## config.mk

```make
export PLATFORM = sky130hd
export DESIGN_NAME = pll_reset_sequencer_flat
export DESIGN_NICKNAME = d
export VERILOG_FILES = /design/src/rtl/pll_seq_pkg.sv /design/src/rtl/pll_reset_sequencer_if.sv /design/src/rtl/sync_ff.sv /design/src/rtl/pll_reset_sequencer.sv /design/src/flat_wrapper.sv
export SDC_FILE = /design/constraint.sdc
export NUM_CORES = 1
export LEC_CHECK = 0
export CAP_MARGIN = 20
export CORE_AREA = 2 2 60 62
export CTS_CLUSTER_DIAMETER = 150
export DETAILED_ROUTE_END_ITERATION = 12
export DIE_AREA = 0 0 62 64
export PLACE_DENSITY_LB_ADDON = 0.08
export SYNTH_ARGS = -nofsm -noshare
export SYNTH_HDL_FRONTEND = slang
export SYNTH_HIERARCHICAL = 1
export SYNTH_SLANG_ARGS = --single-unit
```

## constraint.sdc

```tcl
create_clock -name clock_in -period 2.9 [get_ports clock_in]
set_clock_uncertainty 0.2 [all_clocks]
set_input_delay 0.58 -clock clock_in [delete_from_list [all_inputs] [get_ports clock_in]]
set_output_delay 0.58 -clock clock_in [all_outputs]
set_load 0.01 [all_outputs]
```

## src/rtl/pll_seq_pkg.sv

```systemverilog
// Shared types for the PLL reset sequencer: state encoding, widths, output decode.
// Latency: n/a (types and pure functions only).
// Backpressure: n/a.
package pll_seq_pkg;

  localparam int STATE_W = 3;
  localparam int RETRY_W = 4;
  localparam logic [RETRY_W-1:0] RETRY_SAT = '1;

  typedef enum logic [STATE_W-1:0] {
    PLL_RESET = 3'd0,
    WAIT_LOCK = 3'd1,
    STABLE    = 3'd2,
    RUN       = 3'd3,
    FAILED    = 3'd4
  } state_t;

  typedef struct packed {
    logic pll_resetb;
    logic sys_reset_n;
    logic ready;
    logic fail;
  } outs_t;

  // Largest of three cycle counts; sizes the shared phase counter.
  function automatic int max3(input int a, input int b, input int c);
    int m;
    m = (a > b) ? a : b;
    return (m > c) ? m : c;
  endfunction

  // Output levels that belong to each state; registered by the sequencer.
  function automatic outs_t state_outputs(input state_t s);
    outs_t o;
    o.pll_resetb  = (s == WAIT_LOCK) || (s == STABLE) || (s == RUN);
    o.sys_reset_n = (s == RUN);
    o.ready       = (s == RUN);
    o.fail        = (s == FAILED);
    return o;
  endfunction

endpackage

```

## src/rtl/pll_reset_sequencer_if.sv

```systemverilog
// Control/status bundle between the PLL reset sequencer and its surroundings.
// Latency: wires only.
// Backpressure: none; level and pulse signals.
interface pll_reset_sequencer_if;
  import pll_seq_pkg::*;

  logic               pll_locked;
  logic               restart;
  logic               pll_resetb;
  logic               sys_reset_n;
  logic               ready;
  logic               fail;
  logic [RETRY_W-1:0] retry_count;

  modport master (
    input  pll_locked, restart,
    output pll_resetb, sys_reset_n, ready, fail, retry_count
  );

  modport slave (
    output pll_locked, restart,
    input  pll_resetb, sys_reset_n, ready, fail, retry_count
  );

endinterface

```

## src/rtl/sync_ff.sv

```systemverilog
// Multi-flop synchroniser with async active-low clear; also usable for reset resync.
// Latency: STAGES clock cycles from d to q.
// Backpressure: none.
module sync_ff #(
  parameter int STAGES = 2
) (
  input  logic clk,
  input  logic rst_n,
  input  logic d,
  output logic q
);

  logic [STAGES-1:0] chain;

  // Shift the asynchronous input through the flop chain; clear on reset.
  always_ff @(posedge clk or negedge rst_n) begin
    if (!rst_n) begin
      chain <= '0;
    end else begin
      chain <= {chain[STAGES-2:0], d};
    end
  end

  assign q = chain[STAGES-1];

endmodule

```

## src/rtl/pll_reset_sequencer.sv

```systemverilog
// Drives PLL RESETB, waits for a stable lock, then releases system reset; retries on timeout.
// Latency: outputs registered, 1 cycle after each state decision; lock seen SYNC_STAGES cycles late.
// Backpressure: none; restart is a one-cycle pulse accepted in any state.
module pll_reset_sequencer
  import pll_seq_pkg::*;
#(
  parameter int PLL_RST_CYCLES = 16,
  parameter int LOCK_TIMEOUT   = 100000,
  parameter int STABLE_CYCLES  = 1024,
  parameter int MAX_RETRIES    = 7,
  parameter int SYNC_STAGES    = 2
) (
  input  logic                  clock_in,
  input  logic                  resetb,
  pll_reset_sequencer_if.master seq
);

  localparam int CNT_MAX = max3(PLL_RST_CYCLES, LOCK_TIMEOUT, STABLE_CYCLES);
  localparam int CNT_W   = $clog2(CNT_MAX + 1);

  localparam logic [CNT_W-1:0]   PLL_RST_LAST = CNT_W'(PLL_RST_CYCLES - 1);
  localparam logic [CNT_W-1:0]   LOCK_TO_LAST = CNT_W'(LOCK_TIMEOUT - 1);
  localparam logic [CNT_W-1:0]   STABLE_LAST  = CNT_W'(STABLE_CYCLES - 1);
  localparam logic [RETRY_W-1:0] RETRY_LIMIT  = RETRY_W'(MAX_RETRIES);

  state_t             state_q;
  state_t             state_nxt;
  logic [CNT_W-1:0]   cnt_q;
  logic [CNT_W-1:0]   cnt_nxt;
  logic [RETRY_W-1:0] retry_q;
  logic [RETRY_W-1:0] retry_nxt;
  logic [RETRY_W-1:0] retry_inc;
  outs_t              outs_q;
  logic               lock_s;

  // PLL LOCK comes from another clock domain; only the synchronised copy is trusted.
  sync_ff #(
    .STAGES (SYNC_STAGES)
  ) u_lock_sync (
    .clk   (clock_in),
    .rst_n (resetb),
    .d     (seq.pll_locked),
    .q     (lock_s)
  );

  // Next-state, retry bookkeeping and phase counter; restart overrides everything.
  always_comb begin
    state_nxt = state_q;
    retry_nxt = retry_q;
    retry_inc = (retry_q == RETRY_SAT) ? retry_q : retry_q + 1'b1;
    cnt_nxt   = cnt_q + 1'b1;

    unique case (state_q)
      PLL_RESET: begin
        if (cnt_q == PLL_RST_LAST) begin
          state_nxt = WAIT_LOCK;
        end
      end
      WAIT_LOCK: begin
        // A lock arriving on the timeout cycle still counts as a lock.
        if (lock_s) begin
          state_nxt = STABLE;
        end else if (cnt_q == LOCK_TO_LAST) begin
          retry_nxt = retry_inc;
          state_nxt = (retry_inc == RETRY_LIMIT) ? FAILED : PLL_RESET;
        end
      end
      STABLE: begin
        // Any dropout restarts the lock wait without charging a retry.
        if (!lock_s) begin
          state_nxt = WAIT_LOCK;
        end else if (cnt_q == STABLE_LAST) begin
          state_nxt = RUN;
          retry_nxt = '0;
        end
      end
      RUN: begin
        if (!lock_s) begin
          state_nxt = PLL_RESET;
        end
      end
      FAILED: begin
        state_nxt = FAILED;
      end
      default: begin
        state_nxt = PLL_RESET;
      end
    endcase

    if (seq.restart) begin
      state_nxt = PLL_RESET;
      retry_nxt = '0;
    end

    // Counter measures time in the current state only; idle in RUN/FAILED.
    if (seq.restart || (state_nxt != state_q) || (state_q == RUN) || (state_q == FAILED)) begin
      cnt_nxt = '0;
    end
  end

  // State, counter, retry count and registered output levels.
  always_ff @(posedge clock_in or negedge resetb) begin
    if (!resetb) begin
      state_q <= PLL_RESET;
      cnt_q   <= '0;
      retry_q <= '0;
      outs_q  <= '0;
    end else begin
      state_q <= state_nxt;
      cnt_q   <= cnt_nxt;
      retry_q <= retry_nxt;
      outs_q  <= state_outputs(state_nxt);
    end
  end

  assign seq.pll_resetb  = outs_q.pll_resetb;
  assign seq.sys_reset_n = outs_q.sys_reset_n;
  assign seq.ready       = outs_q.ready;
  assign seq.fail        = outs_q.fail;
  assign seq.retry_count = retry_q;

endmodule

```

## src/flat_wrapper.sv

```systemverilog
// flat-port wrapper written by rule: the top's interface ports become plain ports
module pll_reset_sequencer_flat import pll_seq_pkg::*;
#(
  parameter int PLL_RST_CYCLES = 16,
  parameter int LOCK_TIMEOUT   = 100000,
  parameter int STABLE_CYCLES  = 1024,
  parameter int MAX_RETRIES    = 7,
  parameter int SYNC_STAGES    = 2
)
  (clock_in, resetb, seq_pll_locked, seq_restart, seq_pll_resetb, seq_sys_reset_n, seq_ready, seq_fail, seq_retry_count);
  pll_reset_sequencer_if seq_i ();
  input  logic clock_in;
  input  logic resetb;
  input wire logic [$bits(seq_i.pll_locked)-1:0] seq_pll_locked;
  input wire logic [$bits(seq_i.restart)-1:0] seq_restart;
  output wire logic [$bits(seq_i.pll_resetb)-1:0] seq_pll_resetb;
  output wire logic [$bits(seq_i.sys_reset_n)-1:0] seq_sys_reset_n;
  output wire logic [$bits(seq_i.ready)-1:0] seq_ready;
  output wire logic [$bits(seq_i.fail)-1:0] seq_fail;
  output wire logic [$bits(seq_i.retry_count)-1:0] seq_retry_count;
  assign seq_i.pll_locked = seq_pll_locked;
  assign seq_i.restart = seq_restart;
  assign seq_pll_resetb = seq_i.pll_resetb;
  assign seq_sys_reset_n = seq_i.sys_reset_n;
  assign seq_ready = seq_i.ready;
  assign seq_fail = seq_i.fail;
  assign seq_retry_count = seq_i.retry_count;
  pll_reset_sequencer #(.PLL_RST_CYCLES(PLL_RST_CYCLES), .LOCK_TIMEOUT(LOCK_TIMEOUT), .STABLE_CYCLES(STABLE_CYCLES), .MAX_RETRIES(MAX_RETRIES), .SYNC_STAGES(SYNC_STAGES)) u_core (.clock_in(clock_in), .resetb(resetb), .seq(seq_i));
endmodule
```

After elaboration in Yosys (flattened, before gate mapping)
Cells that the tools add are included.
Widths: inputs -> output; s select.
{"block": "word_totals", "latchBits": 0, "ff_bits": 29, "memories": 0, "inputBits": 4, "out_inout_bits": 8, "wordCells": 52, "mem_bits_ro": 0, "ramBits": 0}
{"block": "op_classes", "muxes": 17, "n_eq_ne": 18, "n_reduce_logical": 8, "magnitude_cmp": 0, "shift": 0, "multipliers": 0, "addsub": 2, "bitwise_logic": 0, "div_mod_pow": 0}
{"op": "$mux 3", "count": 8}
{"op": "$mux 4", "count": 6}
{"op": "$add 17x1->17 const B", "count": 1}
{"op": "$eq 17x10->1 const B", "count": 1}
{"op": "$eq 17x17->1 const B", "count": 1}
{"op": "$eq 17x4->1 const B", "count": 1}
{"op": "$mux 17", "count": 1}
{"op": "$pmux 3 s5", "count": 1}
{"op": "$eq 3x2->1 const B", "count": 4}
{"op": "$pmux 4 s2", "count": 1}
{"op": "$eq 3x1->1 const B", "count": 2}
{"op": "$eq 3x3->1 const B", "count": 2}
{"op": "$ne 3x2->1 const B", "count": 2}
{"op": "$ne 3x3->1 const B", "count": 2}
{"op": "$logic_or 1x1->1", "count": 5}
{"op": "$reduce_and 5->1", "count": 1}
{"op": "$add 4x1->4 const B", "count": 1}
{"op": "$eq 4x3->1 const B", "count": 1}
{"op": "$eq 4x4->1 const B", "count": 1}
{"op": "$logic_not 3->1", "count": 1}
{"op": "$ne 3x3->1", "count": 1}
{"op": "$reduce_bool 3->1", "count": 1}

Longest topological paths before layout
{"block": "logic_depth", "word_depth": 13, "ltp_mapped": 7, "mapped_depth_nobuf": 6}

Modules after synthesis
Netlist, hierarchy kept.
{"mod": "pll_reset_sequencer", "area_per_inst_um2": 1521.5, "cells_per_inst": 153, "instances": 1, "seq_area_each_um2": 675.6}
{"mod": "sync_ff", "area_per_inst_um2": 50.0, "cells_per_inst": 2, "instances": 1, "seq_area_each_um2": 50.0}

Worst setup path before layout
OpenSTA, ideal clock, no wires.
{"block": "synth_timing", "path_kind": "register to register", "startpoint": "register u_core.cnt_q[0]", "endpoint": "register u_core.cnt_q[1]", "n_path_buf": 1, "slack_ns": 0.711, "required_ns": 2.595, "setup_time_ns": 0.105, "period_less_slack_ns": 2.189, "t_arrival_ns": 1.884, "path_stages_with_launch": 8, "cell_sequence": "dfrtp_1 ha_1 and4_1 and3_1 a31o_2 o21a_1 buf_2 nor4b_1"}
{"block": "synth_between", "elab_chain_cells": 10, "elab_cells_between_ends": 16, "cone_classes": "add/sub: 1; eq/ne: 4; mux: 8; reduce/logical: 3"}
{"element": "from (decl)", "line": "pll_reset_sequencer.sv:28", "source": "logic [CNT_W-1:0] cnt_q;"}
{"element": "from (signal assigned)", "line": "pll_reset_sequencer.sv:110", "source": "cnt_q <= cnt_nxt;"}
{"element": "$eq 17x10->1 / $eq 17x17->1 (equally long branches)", "line": "pll_reset_sequencer.sv:72, pll_reset_sequencer.sv:63"}
{"element": "$mux 3, on equally long branches", "line": "pll_reset_sequencer.sv:72, pll_reset_sequencer.sv:63"}
{"element": "$mux 3, on equally long branches", "line": "pll_reset_sequencer.sv:70, pll_reset_sequencer.sv:61"}
{"element": "$pmux 3 s5", "line": "pll_reset_sequencer.sv:53", "source": "unique case (state_q)"}
{"element": "$mux 3", "line": "pll_reset_sequencer.sv:90", "source": "if (seq.restart) begin"}
{"element": "$ne 3x3->1", "line": "pll_reset_sequencer.sv:96", "source": "if (seq.restart || (state_nxt != state_q) || (state_q == RUN) || (state_q == FAILED)) begin"}
{"element": "$logic_or 1x1->1 (3 in a row)", "line": "pll_reset_sequencer.sv:96"}
{"element": "$mux 17 (*)", "line": "pll_reset_sequencer.sv:96"}
{"element": "via u_core.cnt_nxt[1]", "line": "pll_reset_sequencer.sv:29", "source": "logic [CNT_W-1:0] cnt_nxt;"}
The timed path passes the listed nets; every way through them passes the cells marked *.
A chain may end at the register's enable or synchronous reset.

Worst setup path in the final report
{"block": "layout_timing", "startpoint": "register u_core.state_q[2]", "endpoint": "register u_core.cnt_q[15]"}
{"block": "layout_between", "elab_chain_cells": 9, "elab_cells_between_ends": 18, "cone_classes": "eq/ne: 5; mux: 9; reduce/logical: 4"}
{"element": "from (decl)", "line": "pll_reset_sequencer.sv:26", "source": "state_t state_q;"}
{"element": "from (signal assigned)", "line": "pll_reset_sequencer.sv:109", "source": "state_q <= state_nxt;"}
{"element": "$mux 3, on equally long branches", "line": "pll_reset_sequencer.sv:72, pll_reset_sequencer.sv:63"}
{"element": "$mux 3, on equally long branches", "line": "pll_reset_sequencer.sv:70, pll_reset_sequencer.sv:61"}
{"element": "$pmux 3 s5", "line": "pll_reset_sequencer.sv:53"}
{"element": "$mux 3", "line": "pll_reset_sequencer.sv:90"}
{"element": "$ne 3x3->1", "line": "pll_reset_sequencer.sv:96"}
{"element": "$logic_or 1x1->1 (2 in a row)", "line": "pll_reset_sequencer.sv:96"}
{"element": "$logic_or 1x1->1 (*)", "line": "pll_reset_sequencer.sv:96"}
{"element": "$mux 17 (*)", "line": "pll_reset_sequencer.sv:96"}
{"element": "via u_core.cnt_nxt[15]", "line": "pll_reset_sequencer.sv:29"}
Marks and branches as above.

==> results.py <==
metrics = {
    "critical_path": {
        "rr_worst_depth": 5,
        "timing.rr.start": "u_core/state_q[2]$_DFF_PN0_",
        "r2r_end": "u_core/cnt_q[15]$_DFF_PN0_",
        "crit_end": "u_core/cnt_q[15]$_DFF_PN0_",
        "rrSetupSlack_ns": 0.48,
        "cp-startpoint": "u_core/state_q[2]$_DFF_PN0_",
        "crit_type": "reg2reg",
        "worstPathRequired_ns": 2.90,
        "cp.depth": 5,
        "cp-end-kind": "flip-flop",
        "slowest_delay_ns": 0.54,
        "cp_data_arrival_time_ns": 2.42,
        "crit_fanout": 10,
        "path_cells": "or4_1 > nor4b_1 > nor3b_1 > o21a_1 > nor4_1",
        "crit_family": "simple AND/OR/NAND/NOR gates",
        "crit_buf_inv": 0,
        "cp_slowest_cell": "or4_1",
        "critical_path.startpoint_type": "flip-flop",
    },
    "die": {
        "io_pins": 12,
        "die_w_um": 62,
        "die_area_um2": 3970,
        "die_h_um": 64,
        "coreArea_um2": 3280,
        "floorplan.initialDensity": 0.478,
        "rows": 21,
    },
    "logic_synthesis": {
        "synthFlopType": "dfrtp_1",
        "synth_simple_gate_area_share": 0.304,
        "synth_edf_count": 0,
        "avgSynthCellArea_um2": 10.1,
        "synth_compound_area_frac": 0.0852,
        "synth_top_family_by_area": "simple AND/OR/NAND/NOR gates",
        "syn-num-nets": 161,
        "synth_cell_type_count": 46,
        "synth_seq_cells": 29,
        "async_flop_share": 1.00,
        "yosys_warnings": 6,
        "syn_inst": 155,
        "synth_xor_area_frac": 0.0947,
        "muxShareOfSynthArea": 0.00637,
        "synth_area_um2": 1570,
        "synthAdderAreaFrac": 0.0159,
        "seq_area_frac_synth": 0.462,
    },
    "clock_network": {
        "clkTransAtPathRegs_ns": 0.09,
        "ctsResizeCount": 0,
        "cts_buffer_depth": 2,
        "clk_latency_ns": 0.33,
        "ctsHoldBuffers": 0,
        "cts-htree-levels": 2,
        "post_cts_buffers": 0,
        "cts_tree": "done",
        "numCtsBuffers": 5,
        "root_buffer": "clkbuf_4",
        "clock_sinks": 29,
    },
    "sta": {
        "drv_slew": 0,
        "setup_tns_ns": 0,
        "finalSetupViolations": 0,
        "slew_headroom": 0.704,
        "layout_min_cycle_time_ns": 2.42,
        "fin_ws_ns": 0.477,
        "fmax_ghz": 0.413,
        "fin_crit_sh": 0.835,
        "tightest_slew_ns": 0.443,
        "rsz0062_at_grt": "no",
        "hold_viol": 0,
    },
    "routing": {
        "firstDrtPassIters": 4,
        "wirelength_um": 3090,
        "initialDrtViolationCount": 63,
        "routedWlPerCell_um": 14.2,
        "route.detailed.drc": 0,
        "num_vias": 1210,
        "vias_per_cell": 5.58,
        "final_antenna_net_count": 0,
    },
    "min_path": {
        "holdPathStages": 0,
        "hold_path_class": "reg2reg",
    },
    "pwr": {
        "p_leak_nw": 0.737,
        "ir_drop_v": 0.000226,
        "p_per_area_nw_per_um2": 407,
    },
    "layout": {
        "final_cells": 217,
        "final_layout_size_suffix_gt1_frac": 0.123,
        "fill_cells": 296,
        "final_util": 0.544,
        "syn2layout_area_growth_pct": 13.6,
        "nets": 176,
        "antenna_cells": 0,
    },
    "global_route": {
        "grt_overflow": 0,
        "grt_pass1_vias": 1160,
        "antenna_found_initial": 0,
        "grt_first_pass_wirelength_um": 5300,
        "grt_max_degree": 30,
        "gr-usage-all-layers": 0.184,
    },
    "job": {
        "drv_cap": 0,
    },
    "placed_design": {
        "place_hpwl_um": 2250,
        "gp_congestion": 0.823,
        "place.detailed.instances": 209,
        "io_buffers": 11,
        "preCtsSetupSlack_ns": 0.472,
    },
    "status": {
        "status": "completed",
    },
}
## how the worst min path moves through the flow
stage	from	to	slack, ns
global route	u_core/u_lock_sync/chain[0]$_DFF_PN0_	u_core/u_lock_sync/chain[1]$_DFF_PN0_	0.17
CTS	u_core/u_lock_sync/chain[0]$_DFF_PN0_	u_core/u_lock_sync/chain[1]$_DFF_PN0_	0.17
global placement	u_core/u_lock_sync/chain[0]$_DFF_PN0_	u_core/u_lock_sync/chain[1]$_DFF_PN0_	0.13
floorplan	resetb	u_core/cnt_q[0]$_DFF_PN0_	0.08
finish	u_core/u_lock_sync/chain[0]$_DFF_PN0_	u_core/u_lock_sync/chain[1]$_DFF_PN0_	0.16
detailed placement	u_core/u_lock_sync/chain[0]$_DFF_PN0_	u_core/u_lock_sync/chain[1]$_DFF_PN0_	0.15
## report_power, final
group          total [mW]  internal [mW]  switching [mW]
Sequential          0.415          0.409         0.00570
Clock               0.282          0.140           0.142
Combinational      0.0305         0.0115          0.0190
Total               0.727          0.561           0.166
## cells in the mapped netlist (2+ instances only)
cell | instances | share of area
nand3_2 | 2 | 0.013
nor3_1 | 4 | 0.013
nor4_1 | 10 | 0.040
nand4_1 | 4 | 0.016
inv_1 | 5 | 0.012
o22a_1 | 2 | 0.011
and4_1 | 3 | 0.017
nand3_1 | 8 | 0.025
nor4b_1 | 3 | 0.017
nand2_1 | 9 | 0.021
ha_1 | 2 | 0.016
and2_1 | 3 | 0.012
buf_4 | 2 | 0.0096
nor3b_1 | 2 | 0.0096
or2_2 | 2 | 0.0080
a21oi_1 | 4 | 0.013
xnor2_1 | 12 | 0.067
nor2b_1 | 2 | 0.0080
xor2_1 | 5 | 0.028
dfrtp_1 | 29 | 0.46
nor2_1 | 17 | 0.041
## metal layers
layer,track usage,vias up,share of wire
met5,0,-,0
met2,0.281,22,0.49
met4,0.0878,0,0.018
met1,0.233,582,0.45
met3,0.0547,5,0.042
li1,-,601,-
## kinds of logic after synthesis
kind of cell | after synthesis
multiplexers | 1
flip-flops | 29
adder cells (fa/ha/maj) | 2
XOR/XNOR | 17
AO/OA/AOI/OAI | 18
buffers and inverters | 9
AND/OR/NAND/NOR | 79
## stage by stage
stage	area [µm²]	hold WS (ns)	power, mW
4_1_cts	1790	0.173	0.739
3_5_place_dp	1720	0.150	0.454
3_3_place_gp	1720	0.133	0.452
2_1_floorplan	1570	0.0844	0.436
6_report	1790	0.165	0.727
5_1_grt	1790	0.173	0.765
## area by class of cell
| type | instances | area, µm² | share of cell area |
|---|---|---|---|
| clock buffer | 7 | 65.1 | 0.0364 |
| clock inverter | 1 | 5.00 | 0.00280 |
| inverter | 5 | 18.8 | 0.0105 |
| multi-input combinational | 117 | 796 | 0.446 |
| sequential | 29 | 726 | 0.406 |
| tap | 46 | 57.6 | 0.0322 |
| timing repair buffer | 12 | 118 | 0.0659 |
## flip-flops by register name, summed over array words and instances (netlist names)
signal,count
u_core/seq.retry_count,4
u_core/seq.pll_resetb,1
u_core/u_lock_sync/chain,2
u_core/seq.ready,1
u_core/cnt_q,17
u_core/seq.fail,1
u_core/state_q,3
## cells in the final DEF, fill, tap and decap left out, types with 2 or more instances in the layout
cell	n
o22a_1	2
xor2_1	5
inv_1	5
and4_1	3
clkbuf_8	2
nor3b_1	2
ha_1	2
nand3_2	2
a21oi_1	4
nand3_1	8
xnor2_1	12
nand4_1	4
nor3_1	4
nor2b_1	2
or2_2	2
clkdlybuf4s50_1	11
nor2_1	17
clkbuf_4	5
nor4b_1	3
and2_1	3
nand2_1	9
dfrtp_1	29
nor4_1	10
(Power assumes the default switching activity.)
